--- config.mk ---
export PLATFORM = sky130hd
export DESIGN_NAME = prog_loader
export DESIGN_NICKNAME = d
export VERILOG_FILES = /design/src/rtl/o2_pkg.sv /design/src/rtl/frame_timer.sv /design/src/rtl/prog_loader.sv
export SDC_FILE = /design/constraint.sdc
export NUM_CORES = 1
export LEC_CHECK = 0
export CAP_MARGIN = 0
export CORE_MARGIN = 10
export CORE_UTILIZATION = 50
export DETAILED_ROUTE_END_ITERATION = 10
export HOLD_SLACK_MARGIN = 0.12
export PLACE_DENSITY = 0.82
export SLEW_MARGIN = 20
export SYNTH_ARGS = -nofsm -noshare
export SYNTH_HDL_FRONTEND = slang
export SYNTH_SLANG_ARGS = --single-unit
export TNS_END_PERCENT = 50
--- constraint.sdc ---
create_clock -name clk -period 2.9 [get_ports clk]
set_input_delay 0.58 -clock clk [delete_from_list [all_inputs] [get_ports clk]]
set_output_delay 0.58 -clock clk [all_outputs]
set_load 0.01 [all_outputs]
--- src/rtl/o2_pkg.sv ---
// Shared definitions for the trainer-CPU host tooling: frame constants and loader states.
package o2_pkg;

    localparam logic [7:0] SYNC_BYTE  = 8'hA5;
    localparam int         IMEM_DEPTH = 16;

    typedef enum logic [2:0] {
        IDLE,
        LEN,
        DATA,
        WRITE,
        CSUM
    } loader_state_t;

    // A length byte is usable only if it names at least one byte and fits the memory.
    function automatic logic len_valid(input logic [7:0] n, input int max_len);
        return (n != 8'd0) && (int'(n) <= max_len);
    endfunction

endpackage

--- src/rtl/frame_timer.sv ---
// Inter-byte idle counter: counts while run is high, saturates at TIMEOUT, and flags expiry.
module frame_timer #(
    parameter int TIMEOUT = 1000
) (
    input  logic clk,
    input  logic rst,
    input  logic clear,
    input  logic run,
    output logic expired
);

    localparam int W = $clog2(TIMEOUT + 1);

    logic [W-1:0] count_reg;

    always_ff @(posedge clk) begin
        if (!rst) begin
            count_reg <= '0;
        end else if (clear) begin
            count_reg <= '0;
        end else if (run && (count_reg != W'(TIMEOUT))) begin
            count_reg <= count_reg + 1'b1;
        end
    end

    assign expired = (count_reg == W'(TIMEOUT));

endmodule

--- src/rtl/prog_loader.sv ---
// Framed byte-stream loader for the trainer CPU instruction memory; holds the CPU in
// reset until a frame with a matching checksum has been written.
module prog_loader
    import o2_pkg::*;
#(
    parameter int TIMEOUT = 1000,
    parameter int MAX_LEN = IMEM_DEPTH
) (
    input  logic       clk,
    input  logic       rst,
    input  logic [7:0] rx_data,
    input  logic       rx_valid,
    output logic       rx_ready,
    output logic [3:0] instr_addr,
    output logic [7:0] instr_data,
    output logic       instr_we,
    output logic       cpu_rst,
    output logic       busy,
    output logic       done,
    output logic       err
);

    loader_state_t state_reg, state_next;

    logic [4:0] len_reg, len_next;
    logic [4:0] idx_reg, idx_next;
    logic [7:0] sum_reg, sum_next;

    logic       rx_ready_reg, rx_ready_next;
    logic [3:0] instr_addr_reg, instr_addr_next;
    logic [7:0] instr_data_reg, instr_data_next;
    logic       instr_we_reg, instr_we_next;
    logic       cpu_rst_reg, cpu_rst_next;
    logic       busy_reg, busy_next;
    logic       done_reg, done_next;
    logic       err_reg, err_next;

    logic accept;
    logic timer_run;
    logic timer_clear;
    logic expired;

    assign accept      = rx_valid && rx_ready_reg;
    assign timer_run   = (state_reg == LEN) || (state_reg == DATA) || (state_reg == CSUM);
    assign timer_clear = accept || (state_reg == IDLE);

    frame_timer #(
        .TIMEOUT (TIMEOUT)
    ) u_timer (
        .clk     (clk),
        .rst     (rst),
        .clear   (timer_clear),
        .run     (timer_run),
        .expired (expired)
    );

    always_ff @(posedge clk) begin
        if (!rst) begin
            state_reg <= IDLE;
        end else begin
            state_reg <= state_next;
        end
    end

    always_comb begin
        state_next = state_reg;
        case (state_reg)
            IDLE: begin
                if (accept && (rx_data == SYNC_BYTE)) state_next = LEN;
            end
            LEN: begin
                if (accept)       state_next = len_valid(rx_data, MAX_LEN) ? DATA : IDLE;
                else if (expired) state_next = IDLE;
            end
            DATA: begin
                if (accept)       state_next = WRITE;
                else if (expired) state_next = IDLE;
            end
            WRITE: begin
                state_next = (5'(idx_reg + 5'd1) == len_reg) ? CSUM : DATA;
            end
            CSUM: begin
                if (accept || expired) state_next = IDLE;
            end
            default: state_next = IDLE;
        endcase
    end

    // Every output is computed one cycle ahead so that the registered copy lines up
    // with the state it belongs to (e.g. instr_we is high exactly during WRITE).
    always_comb begin
        len_next        = len_reg;
        idx_next        = idx_reg;
        sum_next        = sum_reg;
        instr_addr_next = instr_addr_reg;
        instr_data_next = instr_data_reg;
        cpu_rst_next    = cpu_rst_reg;
        err_next        = err_reg;
        instr_we_next   = 1'b0;
        done_next       = 1'b0;
        rx_ready_next   = (state_next != WRITE);
        busy_next       = (state_next != IDLE);
        case (state_reg)
            IDLE: begin
                if (accept && (rx_data == SYNC_BYTE)) begin
                    cpu_rst_next = 1'b1;
                    err_next     = 1'b0;
                end
            end
            LEN: begin
                if (accept) begin
                    if (len_valid(rx_data, MAX_LEN)) begin
                        len_next        = rx_data[4:0];
                        idx_next        = 5'd0;
                        sum_next        = 8'd0;
                        instr_addr_next = 4'd0;
                    end else begin
                        err_next = 1'b1;
                    end
                end else if (expired) begin
                    err_next = 1'b1;
                end
            end
            DATA: begin
                if (accept) begin
                    instr_data_next = rx_data;
                    sum_next        = sum_reg + rx_data;
                    instr_addr_next = idx_reg[3:0];
                    instr_we_next   = 1'b1;
                end else if (expired) begin
                    err_next = 1'b1;
                end
            end
            WRITE: begin
                idx_next = 5'(idx_reg + 5'd1);
            end
            CSUM: begin
                if (accept) begin
                    if (rx_data == sum_reg) begin
                        done_next    = 1'b1;
                        cpu_rst_next = 1'b0;
                    end else begin
                        err_next = 1'b1;
                    end
                end else if (expired) begin
                    err_next = 1'b1;
                end
            end
            default: ;
        endcase
    end

    always_ff @(posedge clk) begin
        if (!rst) begin
            len_reg        <= 5'd0;
            idx_reg        <= 5'd0;
            sum_reg        <= 8'd0;
            rx_ready_reg   <= 1'b0;
            instr_addr_reg <= 4'd0;
            instr_data_reg <= 8'd0;
            instr_we_reg   <= 1'b0;
            cpu_rst_reg    <= 1'b1;
            busy_reg       <= 1'b0;
            done_reg       <= 1'b0;
            err_reg        <= 1'b0;
        end else begin
            len_reg        <= len_next;
            idx_reg        <= idx_next;
            sum_reg        <= sum_next;
            rx_ready_reg   <= rx_ready_next;
            instr_addr_reg <= instr_addr_next;
            instr_data_reg <= instr_data_next;
            instr_we_reg   <= instr_we_next;
            cpu_rst_reg    <= cpu_rst_next;
            busy_reg       <= busy_next;
            done_reg       <= done_next;
            err_reg        <= err_next;
        end
    end

    assign rx_ready   = rx_ready_reg;
    assign instr_addr = instr_addr_reg;
    assign instr_data = instr_data_reg;
    assign instr_we   = instr_we_reg;
    assign cpu_rst    = cpu_rst_reg;
    assign busy       = busy_reg;
    assign done       = done_reg;
    assign err        = err_reg;

endmodule
==> results <==
- The worst register-to-register path has a setup slack of 790 ps.
- Overall power consumption after layout is estimated at 0.001253 W.
- The number of global-route vias before repair is 2129.
- In this run the power density over the cells is 413.3 nW/um^2.
- Once detail routing completed, the nets flagged for antenna violations numbered 0.
- The count of pins over their slew limit is 0.
- The data required time at the worst endpoint is 3120 ps.
- The yosys synthesis warning count is 0.
- The dominant delay contributor by cell family on the critical path is compound AO/OA/AOI/OAI gates.
- The final-report hold violation count is 0.
- After the last flow step, the layout net total stands at 358.
- The fill cell total of the finished layout is 423.
- The die area is 8350 sq um.
- The routed design could run at a clock period as short as 2508 ps.
- The number of clock buffers added by TritonCTS is 5.
- The longest clock path from root to sink contains 2 buffers.
- TritonCTS built the clock tree.
- In the final routed layout, each cell accounts on average for 15.53 um.
- The sequential-to-total area share from yosys stat is 38.51%.
- The min-delay analysis places its worst path in the category reg2reg.
- The detailed router's first-iteration violation count is 190.
- The number of flops mapped to enable cells by yosys is 0.
- The cell with the largest stage delay on the worst path is sky130_fd_sc_hd__clkdlybuf4s50_1.
- The global placement routability congestion is 0.8733.
- The count of cells along the worst register-to-register path is 6.
- The final worst slack is 392.3 ps.
- For this run, the slowest stage of the critical path takes 550 ps.
- The floorplan step set the die width to 91.38 um.
- The largest fanout on the critical path is 6.
- The leakage power summed over all cells is 1.114 nW.
- The register with the most flip-flops in the layout has 10 of them.
- At the worst endpoint, the arrival time is 2730 ps.
- Setup repair after global routing left no endpoint under its margin.
- The nature of the critical path endpoint is a flop.
- The number of inserted diodes is 0.
- The number of setup buffers added after CTS is 0.
- When the netlist entered floorplanning its net count stood at 330.
- The detailed router placed 2326 vias in this run.
- The start of the worst register-to-register path is state_reg[1]$_SDFF_PN0_.
- After clock tree synthesis, the clock-pin slew on the worst setup and hold paths is 100 ps.
- The share of the synthesized area in the top cell type is 38.51%.
- Once the floorplan was initialized, standard cells occupied 52.88% of the core.
- Relative to the synthesized area, the layout overhead comes to 19.06%.
- Traced cell by cell, the critical path runs through clkdlybuf4s50_1, ha_1, a21o_1, nand4_1, a2111o_1, and3_1, a21bo_2.
- The flow ran to the end, and the final reports show no timing, DRC or antenna violations.
- The number of buffers and inverters on the critical path is 1.
- The critical path runs through a total of 7 cells.
- The first-pass iteration count of the detailed router is 5.
- The peak ir drop on the vdd network is 0.0002574 V.
- In this run the worst setup path begins at rx_data[1].
- For this design the top-level I/O count stands at 29.
- The max-slew headroom at the worst pin is 69.12%.
- STA classifies the critical path startpoint as a primary input.
- The worst setup slack before clock tree synthesis is 118.7 ps.
- The sum of routed wire length over all layers is 6.274 mm.
- The average via count per standard cell is 5.757.
- The post-synthesis instance area is 2547 sq um.
- The average instance area after synthesis is 8.271 sq um.
- The max capacitance violation total is 0.
- The number of I/O port buffers is 28.
- The total number of placement rows is 25.
- In this run the worst setup path terminates at sum_reg[7]$_SDFFE_PN0P_.
- The first global-routing pass estimated 10.63 mm of wire.
- The number of different library cells in the post-synthesis netlist is 46.
- The overflow left after global routing is 0.
- For this run, the top clock speed supported by timing is 398.8 MHz.
- In the synthesized netlist the async set-or-reset flop fraction comes to 0%.
- CTS saw 49 sinks.
- The start-to-end type of the worst setup path is in2reg.
- The initial antenna violation count is 0.
- The most area-hungry cell type in the Yosys netlist is sky130_fd_sc_hd__dfxtp_1.
- The floorplan core area is 4817 sq um.
- Synthesis handed over a netlist of 308 instances.
- In the final layout, the share of cells above drive strength 1 is 7.715%.
- The clock network latency to the later pin of the worst-skew pair is 320 ps.
- The DRC violations left is 0.
- For the pin with the worst max-slew slack, the measured transition is 457.0 ps.
- The H-tree level count is 2.
- The post-CTS resize count is 0.
- Hold repair after CTS inserted 0 buffers.
- Leaving out fill and tap cells, the most frequent cell in the layout is sky130_fd_sc_hd__dfxtp_1.
- The HPWL after detailed placement is 4.439 mm.
- The final critical path takes up 86.47% of the cycle.
- After synthesis, the cell types taking the most area are sky130_fd_sc_hd__dfxtp_1 39%, sky130_fd_sc_hd__nand2_1 5.7%, sky130_fd_sc_hd__a21oi_1 5.5%.
- In this run the critical register-to-register path is captured at sum_reg[6]$_SDFFE_PN0P_.
- The total negative slack is 0 ps.
- The vertical die dimension is 91.38 um.
- Setup violations remaining at the end of the flow were counted as 0.
- The number of register bits inferred by synthesis is 49.
- Among all flip-flop cells after synthesis, the most frequent one is sky130_fd_sc_hd__dfxtp_1.
- The maximum number of pins on one net before global-route repair is 28.
- In the layout the commonest cells are 49 x sky130_fd_sc_hd__dfxtp_1, 39 x sky130_fd_sc_hd__nand2_1, 29 x sky130_fd_sc_hd__nor2_1, 28 x sky130_fd_sc_hd__a21oi_1, 28 x sky130_fd_sc_hd__clkdlybuf4s50_1.
- The final setup skew is 9.918 ps.
- For this run, the share of the core covered by cells in the final layout is 62.96%.
- The buffer type at the clock tree root is sky130_fd_sc_hd__clkbuf_8.
- The total global-route track usage is 15.10%.
## area by class of cell
cell class | count | area [sq um] | area share, %
multi-input combinational | 239 | 1486 | 49.01
sequential | 49 | 980.9 | 32.34
timing repair buffer | 38 | 355.3 | 11.72
tap | 67 | 83.83 | 2.764
clock buffer | 5 | 68.82 | 2.269
clock inverter | 3 | 46.29 | 1.526
inverter | 3 | 11.26 | 0.3713
## synthesized netlist by cell type (2+ instances only)
master,instances
sky130_fd_sc_hd__a211oi_1,5
sky130_fd_sc_hd__a21o_1,4
sky130_fd_sc_hd__a21oi_1,28
sky130_fd_sc_hd__a31oi_1,5
sky130_fd_sc_hd__and2_1,3
sky130_fd_sc_hd__and3_1,4
sky130_fd_sc_hd__buf_2,4
sky130_fd_sc_hd__clkbuf_1,13
sky130_fd_sc_hd__dfxtp_1,49
sky130_fd_sc_hd__ha_1,10
sky130_fd_sc_hd__inv_1,3
sky130_fd_sc_hd__mux2i_1,6
sky130_fd_sc_hd__nand2_1,39
sky130_fd_sc_hd__nand2b_1,2
sky130_fd_sc_hd__nand3_1,23
sky130_fd_sc_hd__nand4_1,4
sky130_fd_sc_hd__nor2_1,29
sky130_fd_sc_hd__nor3_1,5
sky130_fd_sc_hd__nor3b_1,2
sky130_fd_sc_hd__nor4_1,5
sky130_fd_sc_hd__nor4b_1,2
sky130_fd_sc_hd__nor4bb_1,3
sky130_fd_sc_hd__o21ai_0,12
sky130_fd_sc_hd__o21bai_1,2
sky130_fd_sc_hd__o31ai_1,2
sky130_fd_sc_hd__or3_1,6
sky130_fd_sc_hd__xnor2_1,10
sky130_fd_sc_hd__xor2_1,10
## worst min-delay path, stage by stage, from the launching register on
cell                      delay [ps]
sky130_fd_sc_hd__dfxtp_1         320
sky130_fd_sc_hd__nand2_1          50
sky130_fd_sc_hd__a21oi_1          50
## stage by stage
step	hold WS [ps]	area [sq um]	std cells
global placement	440.7	2918	396
global route	477.4	3033	404
floorplan	447.2	2547	308
detailed placement	445.5	2918	396
CTS	459.5	3033	404
finish	458.0	3033	404
## routing by layer
layer | vias up | routed length [um] | track usage, %
met3 | 13 | 414 | 3.704
met2 | 78 | 2837 | 22.93
met1 | 1080 | 2876 | 19.50
met5 | - | 0 | 0
li1 | 1155 | - | -
met4 | 0 | 145 | 7.180
## how the worst min path moves through the flow
stage                               startpoint                         end  slack [ps]  cells after the start
floorplan              sum_reg[3]$_SDFFE_PN0P_     sum_reg[3]$_SDFFE_PN0P_         450                      2
global placement    instr_data[2]$_SDFFE_PN0P_  instr_data[2]$_SDFFE_PN0P_         440                      2
detailed placement  instr_data[2]$_SDFFE_PN0P_  instr_data[2]$_SDFFE_PN0P_         450                      2
CTS                 instr_data[0]$_SDFFE_PN0P_  instr_data[0]$_SDFFE_PN0P_         460                      2
global route        instr_data[2]$_SDFFE_PN0P_  instr_data[2]$_SDFFE_PN0P_         480                      2
finish              instr_data[2]$_SDFFE_PN0P_  instr_data[2]$_SDFFE_PN0P_         460                      2
## cell families (layout without fill, tap and decap cells)
group	after synthesis	in the layout	share of synthesized area, %
buf+inv	20	49	3.144
xor+xnor	20	20	6.876
fa+ha+maj	11	11	5.697
compound gates	67	67	16.21
simple gates	135	135	27.21
mux	6	6	2.358
flops	49	49	38.51
## report_power, final
part           switching [W]  leakage, nW  internal, W
Clock               0.000250       0.0543     0.000258
Sequential       0.000000534        0.395     0.000673
Combinational      0.0000415        0.664    0.0000297
Total               0.000292         1.11     0.000961
Power figures use the tool's default switching activity.
==> RTL edit, RTL diff (same settings) <==
`instr_data_reg` no longer has a reset.
--- a/src/rtl/prog_loader.sv
+++ b/src/rtl/prog_loader.sv
@@ -157,7 +157,6 @@
             sum_reg        <= 8'd0;
             rx_ready_reg   <= 1'b0;
             instr_addr_reg <= 4'd0;
-            instr_data_reg <= 8'd0;
             instr_we_reg   <= 1'b0;
             cpu_rst_reg    <= 1'b1;
             busy_reg       <= 1'b0;
@@ -169,13 +168,16 @@
             sum_reg        <= sum_next;
             rx_ready_reg   <= rx_ready_next;
             instr_addr_reg <= instr_addr_next;
-            instr_data_reg <= instr_data_next;
             instr_we_reg   <= instr_we_next;
             cpu_rst_reg    <= cpu_rst_next;
             busy_reg       <= busy_next;
             done_reg       <= done_next;
             err_reg        <= err_next;
         end
+    end
+
+    always_ff @(posedge clk) begin
+        instr_data_reg <= instr_data_next;
     end
 
     assign rx_ready   = rx_ready_reg;
Function: differs if rst is asserted again (counterexample within 10 cycles, from zero or initial values and one cycle with rst low); with rst held inactive, the same outputs for 10 cycles.
==> RTL edit against the original RTL <==
Final cell count down 17%; sequential cell count unchanged; worst setup slack improved by 9.4 ps; first-iteration DRC count down 27%; routed wire length decreased by 15%; largest cell class unchanged; power fell by 7.5%; design area fell by 5.4%; via count decreased by 14%; area after synthesis is 6.0% lower; sequential share of layout area increased by 4.6 points.
==> RTL edit: results (changes against the original RTL) <==
Placement
  – Pre-CTS setup slack: 106 ps (-12.6 ps)
  – Routability cong.: 0.909 (+4.1%)
  – Buffers added on ports: 28 (unchanged)
  – Detailed Place HPWL: 3930 um (-11%)
  – Placed Instance Area: 2780 um^2 (-4.9%)
  – Cell count after placement: 329 (-17%)

Layout
  – Share of cells above drive strength 1: 9.22% (+1.5 points)
  – Nets@finish: 304 (-15%)
  – Diodes inserted: 0 (unchanged)
  – Max reg flops: 10 (unchanged)
  – Layout Cells excl Fill: 336 (-17%)

GRT
  – Initial antenna violation count: 0 (unchanged)
  – First-pass GRT wire length: 9140 um (-14%)
  – Met2 Resource Use GR: 23.0% (+0.044 points)
  – Largest net degree at the start of global routing: 16 (-43%)
  – Vias in the first global route: 1923 (-9.7%)
  – All-layer global routing usage: 14.4% (-0.65 points)
  – GRT met3 Usage: 4.74% (+1.0 points)
  – Met1 GRT Util: 17.7% (-1.8 points)

Clocking
  – Max clock buf depth: 2 (unchanged)
  – Cts bufs inserted: 5 (unchanged)
  – H-tree levels: 2 (unchanged)
  – Post_cts resized: 0 (unchanged)
  – CTS clock-pin slew for the worst setup and hold paths: 80 ps (-20 ps)
  – Root buffer selected by CTS: clkbuf_8
  – Clk_lat worst skew: 300 ps (-20 ps)
  – Postcts setup bufs: 0 (unchanged)

Pwr
  – Switch share: 21.6% (-1.7 points)
  – Worst vdd ir: 230 uV (-11%)
  – P_leak: 1.09 nW (-2.4%)
  – Clock group: 403 uW (-21%)
  – Clock share of power: 34.8% (-5.8 points)
  – Seq power: 691 uW (+3%)

Critical path
  – CP max stage delay: 540 ps
  – CP top delay family: simple AND/OR/NAND/NOR gates
  – Worst-path fanout max: 4 (-2)
  – Slowest cell on the critical path: or4_1
  – Arr. time, crit path: 2700 ps (-30 ps)

Synthesis
  – Yosys cell types: 50 (+8.7%)
  – Post-synth EDFFs: 8 (+8)
  – FFs w/ async S/R, synth: 0% (unchanged)
  – Top cells by area, synth: dfxtp_1, edfxtp_1, ha_1
  – Synth Warn #: 0 (unchanged)
  – Syn_nets: 266 (-19%)
  – Avg Inst Size Synth: 9.81 um^2 (+19%)
  – Sequential area share after synthesis: 44.3% (+5.8 points)
  – Main synth FF type: dfxtp_1
  – Top post-synthesis cells by count: dfxtp_1, nor2_1, nand2_1

Detailed routing
  – Wirelength, routed: 5320 um (-15%)
  – Remaining DRCs: 0 (unchanged)
  – Initial drt markers: 138 (-27%)
  – Detailed Routing Iterations Pass 1: 5 (unchanged)
  – Average via count per standard cell: 5.92 (+2.9%)

Timing
  – Final hold violations: 0 (unchanged)
  – Max_slew headroom: 51.7% (-17 points)
  – Final Skew: 4.26 ps (-5.66 ps)

Min path
  – Worst hold-check path type: reg -> reg

Run status
  – Status: finished, final reports clean
## RTL edit: final timing paths
kind	from	endpoint	slack, ps	cells past startpoint
setup / recovery	rx_data[6]	err	400	5
hold reg to reg	sum_reg[2]	sum_reg[2]	480	2
setup reg to reg	sum_reg[1]	err	810	4
hold / removal	sum_reg[2]	sum_reg[2]	480	2
## RTL edit: cell families (layout without fill, tap and decap cells)
group	Yosys count	in the layout	synth area share, %
and+or+nand+nor	90	90	21.0
AOI/OAI and AO/OA	57	57	16.5
DFF	49	49	44.3
xor gates and xnor gates	21	21	7.68
adders and majority gates	11	11	6.06
buffers and inverters	11	49	2.35
muxes	5	5	2.09
## RTL edit: final cells by class
class | count | area (um^2)
fillers | 409 | 1820
flip-flops and latches | 49 | 1060
repair buffers | 38 | 355
clock buffers | 7 | 86.3
well taps | 54 | 67.6
inverters | 4 | 15.0
multi-input cells | 184 | 1280
## RTL edit: layer usage
layer,routed length (um),up-vias
met4,68,0
met3,362,9
met5,0,-
li1,-,981
met1,2400,949
met2,2490,51
